===== config.mk =====
export PLATFORM = sky130hd
export DESIGN_NAME = cdc_fifo_writer
export DESIGN_NICKNAME = d
export VERILOG_FILES = /design/src/rtl/cdc_fifo_writer_pkg.sv /design/src/rtl/cdc_fifo_writer_skid_buf2.sv /design/src/rtl/cdc_fifo_writer.sv
export SDC_FILE = /design/constraint.sdc
export NUM_CORES = 1
export LEC_CHECK = 0
export ABC_CLOCK_PERIOD_IN_PS = 2100
export CAP_MARGIN = 20
export CORE_MARGIN = 2
export CORE_UTILIZATION = 49
export DETAILED_ROUTE_END_ITERATION = 12
export PLACE_DENSITY_LB_ADDON = 0.05
export SYNTH_ARGS = -nofsm -noshare
export SYNTH_HDL_FRONTEND = slang
export SYNTH_SLANG_ARGS = --single-unit

===== constraint.sdc =====
create_clock -name w_clk -period 2.1 [get_ports w_clk]
set_input_delay 0.21 -clock w_clk [delete_from_list [all_inputs] [get_ports w_clk]]
set_output_delay 0.21 -clock w_clk [all_outputs]
set_load 0.01 [all_outputs]

===== src/rtl/cdc_fifo_writer_pkg.sv =====
// Shared definitions for the CDC FIFO write-side front end:
// occupancy state encodings and a small state decode helper.
package cdc_fifo_writer_pkg;

  // Occupancy of the two-entry skid buffer
  localparam logic [1:0] EMPTY = 2'd0;
  localparam logic [1:0] ONE   = 2'd1;
  localparam logic [1:0] TWO   = 2'd2;

  // True when the buffer holds at least one word
  function automatic logic is_occupied(input logic [1:0] st);
    return (st != EMPTY);
  endfunction

endpackage


===== src/rtl/cdc_fifo_writer_skid_buf2.sv =====
// Two-entry skid buffer with an occupancy FSM.
// The head entry drives out_data; the skid entry catches the word that
// arrives while the head is stalled. in_ready is registered and computed
// from the next occupancy so the upstream sees no combinational path.
module skid_buf2
  import cdc_fifo_writer_pkg::*;
#(
  parameter int DATA_WIDTH = 8
) (
  input  logic                  clk,
  input  logic                  rst_n,
  input  logic                  in_valid,
  output logic                  in_ready,
  input  logic [DATA_WIDTH-1:0] in_data,
  input  logic                  hold_off,
  output logic                  out_valid,
  input  logic                  out_ready,
  output logic [DATA_WIDTH-1:0] out_data,
  output logic                  busy
);

  logic [1:0]            state_r;
  logic [1:0]            state_nxt_s;
  logic [DATA_WIDTH-1:0] head_r;
  logic [DATA_WIDTH-1:0] skid_r;
  logic                  ready_r;
  logic                  ready_nxt_s;
  logic                  busy_r;
  logic                  accept_s;
  logic                  pop_s;

  assign out_valid = is_occupied(state_r);
  assign pop_s     = out_valid & out_ready;
  assign accept_s  = in_valid & ready_r;
  assign in_ready  = ready_r;
  assign out_data  = head_r;
  assign busy      = busy_r;

  // Next occupancy from accept/pop; TWO never accepts since ready is low there
  always_comb begin
    state_nxt_s = state_r;
    case (state_r)
      EMPTY: begin
        if (accept_s) state_nxt_s = ONE;
        else          state_nxt_s = EMPTY;
      end
      ONE: begin
        if (accept_s && !pop_s)      state_nxt_s = TWO;
        else if (pop_s && !accept_s) state_nxt_s = EMPTY;
        else                         state_nxt_s = ONE;
      end
      TWO: begin
        if (pop_s) state_nxt_s = ONE;
        else       state_nxt_s = TWO;
      end
      default: state_nxt_s = EMPTY;
    endcase
  end

  // Ready for next cycle: room left, optionally held off while anything is buffered
  always_comb begin
    ready_nxt_s = (state_nxt_s != TWO);
    if (hold_off && is_occupied(state_nxt_s)) begin
      ready_nxt_s = 1'b0;
    end else begin
      ready_nxt_s = ready_nxt_s;
    end
  end

  // Occupancy, ready and busy registers
  always_ff @(posedge clk or negedge rst_n) begin
    if (!rst_n) begin
      state_r <= EMPTY;
      ready_r <= 1'b0;
      busy_r  <= 1'b0;
    end else begin
      state_r <= state_nxt_s;
      ready_r <= ready_nxt_s;
      busy_r  <= is_occupied(state_nxt_s);
    end
  end

  // Head entry: refilled from skid when draining TWO, else from input when head frees up
  always_ff @(posedge clk or negedge rst_n) begin
    if (!rst_n) begin
      head_r <= '0;
    end else if (pop_s && (state_r == TWO)) begin
      head_r <= skid_r;
    end else if (accept_s && ((state_r == EMPTY) || pop_s)) begin
      head_r <= in_data;
    end
  end

  // Skid entry: catches a word arriving while the head is held
  always_ff @(posedge clk or negedge rst_n) begin
    if (!rst_n) begin
      skid_r <= '0;
    end else if (accept_s && (state_r == ONE) && !pop_s) begin
      skid_r <= in_data;
    end
  end

endmodule


===== src/rtl/cdc_fifo_writer.sv =====
// Write-domain producer front end for the async CDC FIFO.
// Buffers the upstream stream in a two-entry skid buffer, drives the FIFO
// write strobe/data while honouring w_full, and keeps write/stall statistics.
module cdc_fifo_writer
  import cdc_fifo_writer_pkg::*;
#(
  parameter int DATA_WIDTH = 8,
  parameter int COUNT_W    = 16,
  parameter int EARLY_BP   = 0
) (
  input  logic                  w_clk,
  input  logic                  w_rst_n,
  input  logic                  s_valid,
  output logic                  s_ready,
  input  logic [DATA_WIDTH-1:0] s_data,
  input  logic                  w_full,
  input  logic                  w_almost_full,
  output logic                  w_inc,
  output logic [DATA_WIDTH-1:0] w_data,
  output logic                  w_busy,
  output logic [COUNT_W-1:0]    w_wr_count,
  output logic [COUNT_W-1:0]    w_stall_count
);

  logic pending_s;
  logic hold_off_s;

  // Early back-pressure only when enabled; w_full is already registered upstream
  assign hold_off_s = (EARLY_BP != 0) ? w_almost_full : 1'b0;
  assign w_inc      = pending_s & ~w_full;

  skid_buf2 #(
    .DATA_WIDTH (DATA_WIDTH)
  ) u_skid (
    .clk       (w_clk),
    .rst_n     (w_rst_n),
    .in_valid  (s_valid),
    .in_ready  (s_ready),
    .in_data   (s_data),
    .hold_off  (hold_off_s),
    .out_valid (pending_s),
    .out_ready (~w_full),
    .out_data  (w_data),
    .busy      (w_busy)
  );

  // Write and stall statistics, wrapping modulo 2^COUNT_W
  always_ff @(posedge w_clk or negedge w_rst_n) begin
    if (!w_rst_n) begin
      w_wr_count    <= '0;
      w_stall_count <= '0;
    end else begin
      if (w_inc) begin
        w_wr_count <= w_wr_count + COUNT_W'(1);
      end
      if (pending_s && w_full) begin
        w_stall_count <= w_stall_count + COUNT_W'(1);
      end
    end
  end

endmodule

Word level (Yosys, flattened, before mapping):

Index checks and enable logic that the tools add are counted.

* register bits: 52
* bits in latches: 0
* RAM bits: 0
* memory bits (read-only): 0
* logic and storage cells: 36
* memories: 0

* add/sub/neg operators: 2
* multiply operators: 0
* div/mod/pow operators: 0
* $lt $le $gt $ge: 0
* equal/unequal tests: 3
* shifts and indexed selects: 0
* muxes and demuxes: 7
* bitwise logic cells: 3
* reduce and logical (&&, ||, !) cells: 14

Operators with widths (number)
* $add 16x1->16 const B: 2
* $mux 8: 2
* $logic_and 1x1->1: 7
* $pmux 2 s3: 1
* $reduce_bool 2->1: 3
* $mux 2: 2
* $and 1x1->1: 2
* $eq 2x1->1 const B: 1
* $eq 2x2->1 const B: 1
* $logic_not 1->1: 2
* $logic_not 2->1: 1
* $mux 1: 2
* $ne 2x2->1 const B: 1
* $logic_or 1x1->1: 1
* $not 1->1: 1

Depth between registers and ports, before layout:

* word-level depth: 7
* gate-level depth with buffers: 7
* gate-level depth less buffers: 6

Hierarchy:

From an unflattened synthesis, not the netlist that was laid out.

* cell total of the unflattened synthesis: 187
* area total of the unflattened synthesis: 2386.0 µm²

By module, submodules not included
* cdc_fifo_writer: times used 1, cells each 124, area an instance 1411.4 µm², seq. area each 800.8 µm²
* skid_buf2: times used 1, cells each 63, area an instance 974.7 µm², seq. area each 500.5 µm²

Worst setup path after synthesis:

No wires, ideal clock.

* path kind: register -> register
* start: register u_skid.state_r[0]
* end: register w_wr_count[14]
* arrival time: 1.642 ns
* required time: 2.021 ns
* setup slack: 0.379 ns
* stages on the path, launching flop included: 8
* clock period less this slack: 1.721 ns
* cell sequence: dfrtp_1 buf_2 nor2_2 nor2_4 inv_2 or4_4 nor3_2 xor2_1

* word-level cells in the longest chain between the ends: 2

Ends and longest elaborated chain
* start, declared: RTL line cdc_fifo_writer_skid_buf2.sv:22 `logic [1:0] state_r;`
* start signal, assigned: RTL line cdc_fifo_writer_skid_buf2.sv:77 `state_r <= state_nxt_s;`
* $reduce_bool 2->1: RTL line cdc_fifo_writer_pkg.sv:12 `return (st != EMPTY);`
* $and 1x1->1: RTL line cdc_fifo_writer.sv:30 `assign w_inc = pending_s & ~w_full;`
* named net w_inc: RTL line cdc_fifo_writer.sv:18 `output logic w_inc,`
* end signal, assigned: RTL line cdc_fifo_writer.sv:54 `w_wr_count <= w_wr_count + COUNT_W'(1);`
* end, declared: RTL line cdc_fifo_writer.sv:21 `output logic [COUNT_W-1:0] w_wr_count,`

The timed path passes the listed nets, and every way through them passes these cells.
A chain may end at the register's enable or synchronous reset.

Worst setup path after layout:

* start: register u_skid.state_r[0]
* end: output w_inc

* word-level cells in the longest chain between the ends: 2

Ends and longest elaborated chain (RTL line)
* $reduce_bool 2->1: cdc_fifo_writer_pkg.sv:12
* $and 1x1->1: cdc_fifo_writer.sv:30
* end, declared: cdc_fifo_writer.sv:18

Every way passes these cells.

==> run summary <==
Crit Path Category = flop to output pin
PostCTS Resize Cnt = 0
met3 wire len = 183 µm
largest net degree at the start of global routing = 53
Syn. warnings = 0
CP startpoint kind = flop
post-route cell area = 3050 µm²
gr usage total = 17.5%
critical path required time = 1890 ps
DRT Pass-1 Iters = 4
Clock Latency Late Sink = 300 ps
Fin Setup TNS = 0 ps
max incr delay on CP = 530 ps
Die Width = 72.0 µm
Max Clk Rate = 535 MHz
initial antenna violation count = 0
GRT overflow = 0
Inst Count DP = 307
clk root buf = clkbuf_8
Max IR drop VDD = 0.731 mV
count of cell types in the netlist = 35
die span in y = 72.0 µm
syn nets = 211
Routed WL per cell = 12.9 µm
Yosys top cell by area = dfrtp_1
non-filler instance count after layout = 315
area delta synth->final = 34.7%
status = completed
DR top layer = met4
worst reg2reg startpoint = u_skid.state_r[0]
Avg Vias per Cell = 5.06
Final Critical Period = 1870 ps
Slew HR = 78.4%
Pins Over Slew Limit = 0
CTS Buf Count = 5
clk_skew = 5.47 ps
cells after synthesis = 195
GP Congestion = 0.753
Clk pin slew, worst setup/hold paths = 90 ps
mapped cell area = 2270 µm²
final wirelength = 4070 µm
Seq cells post-synth = 52
post-DP HPWL = 2900 µm
Final Hold Viols = 0
Max clock buf depth = 2
HP Class = input port to async pin
wire length on met2 = 1870 µm
Cell Area, Placed = 2950 µm²
Worst-Margin Slew = 323 ps
Vias = 1594
crit end category = output pin
maxcap violations = 0
antenna-violating nets left = 0
vias in the first global route = 1529
Initial Utilization = 51.4%
Leak = 1.30 nW
period utilisation layout = 89.0%
fillcell total = 345
I/O Buffers = 54
row cnt = 24
Syn Area/Cell = 11.6 µm²
# H-tree levels = 2
TritonCTS clock tree = built
Final Power = 3.52 mW
Cell Pwr Density = 1150 nW/µm²
first-pass GRT wire length = 7000 µm
CP Cell Sequence = nor2_2 -> nor2_4 -> buf_4 -> clkdlybuf4s50_1
post-CTS setup buffers = 0
synth top area cells = dfrtp_1 (57%), xnor2_1 (7.7%), nand2_1 (4.8%)
unrepaired setup endpoints after global routing = no
I/O pins = 56
register area share after synthesis = 57.4%
Post-synth EDFFs = 0
predominant post-synthesis flop cell = dfrtp_1
Routed met1 length = 1940 µm
die area = 5190 µm²
layout cells sized above 1 = 13.7%
DRT iter0 DRCs = 53
Critical Path Slowest Stage Cell = clkdlybuf4s50_1
area share of the largest cell type after synthesis = 57.4%
worst-path maximum fanout = 8
ys async rst share = 100%
# diodes = 0
DR DRC count = 0
Critical Path Source = u_skid.state_r[0]
Final setup viols = 0
CORE AREA = 4410 µm²
CP arrival = 1660 ps
Nets = 279
clock sinks = 52
==> per-layer routing <==
metal	track usage, %	vias to the layer above
met5	0	-
met3	4.31	7
met1	23.8	755
met2	27.3	34
met4	6.92	0
li1	-	798
==> metrics by stage <==
stage	util, %	setup slack [ps]	hold slack, ps
2_1_floorplan	-	379	-85.6
3_3_place_gp	66.8	217	223
3_5_place_dp	66.8	191	228
4_1_cts	69.2	208	437
5_1_grt	69.2	122	452
6_report	69.2	231	419
==> final cells by class <==
type                            count  area (µm²)  share of cell area [%]
Inverter                            2        7.51                   0.246
Timing Repair Buffer               65         633                    20.7
Tap cell                           52        65.1                    2.13
Sequential cell                    52        1300                    42.6
Clock buffer                        7        96.3                    3.16
Multi-Input combinational cell    137         950                    31.1
==> final timing paths <==
| path | slack, ps | cells after the start | end |
|---|---|---|---|
| setup / recovery | 230 | 4 | w_inc |
| hold / removal | 420 | 3 | w_wr_count[13] |
| setup reg to reg | 330 | 6 | w_wr_count[14] |
| hold reg to reg | 480 | 1 | w_wr_count[15] |
| max in group asynchronous | 1430 | 3 | u_skid.out_data[7] |
| min in group w_clk | 480 | 1 | w_wr_count[15] |
==> power breakdown <==
| group | leakage [nW] | switching, mW | internal [mW] |
|---|---|---|---|
| logic | 0.596 | 0.555 | 0.759 |
| clock network | 0.0503 | 0.306 | 0.294 |
| registers | 0.649 | 0.287 | 1.32 |
==> synthesized netlist by cell type (2+ instances only) <==
cell / n
xor2_1: 10
xnor2_1: 20
nor4_1: 2
buf_2: 3
dfrtp_1: 52
and3_1: 3
ha_1: 3
nor3_1: 3
mux2_2: 9
nand2_1: 29
o21ai_0: 10
nor2_1: 8
nand3_1: 8
mux2i_1: 9
nand4_1: 5
nor3_2: 2
==> worst max-delay path, delay by kind of cell (launching register included) <==
family                 cells  cell delay, ps
buffers and inverters      2             660
flip-flops                 1             500
AND/OR/NAND/NOR            2             200
==> what timing repair did <==
action                                 in CTS  in global routing
hold buffers                                1                  0
endpoints found under the hold margin      52                  0
setup endpoints to repair                   0                  0
==> registers in the layout, summed over array words and instances (netlist names) <==
register / flops
u_skid.skid_r: 8
w_wr_count: 16
u_skid.in_ready: 1
u_skid.busy: 1
u_skid.state_r: 2
u_skid.out_data: 8
w_stall_count: 16
==> cells by family (layout without fill, tap and decap cells) <==
logic type	after synthesis	count (layout)	share of synthesized area, %
compound gates	15	15	3.75
xor+xnor	30	30	11.6
fa+ha+maj	3	3	1.66
buf+inv	6	74	1.16
flops	52	52	57.4
mux	18	18	8.44
simple gates	71	71	16.0
==> cells in the final DEF (no fill, tap or decap), types with 2 or more instances in the layout <==
cell type / n
dfrtp_1: 52
nand3_1: 8
nand2_1: 29
mux2_2: 9
o21ai_0: 10
xnor2_1: 20
xor2_1: 10
nor3_2: 2
mux2i_1: 9
nor3_1: 3
clkdlybuf4s50_1: 53
nor2_1: 8
and3_1: 3
clkbuf_8: 7
nor4_1: 2
buf_4: 9
ha_1: 3
nand4_1: 5
No activity file was read; power rests on OpenSTA's default activity.
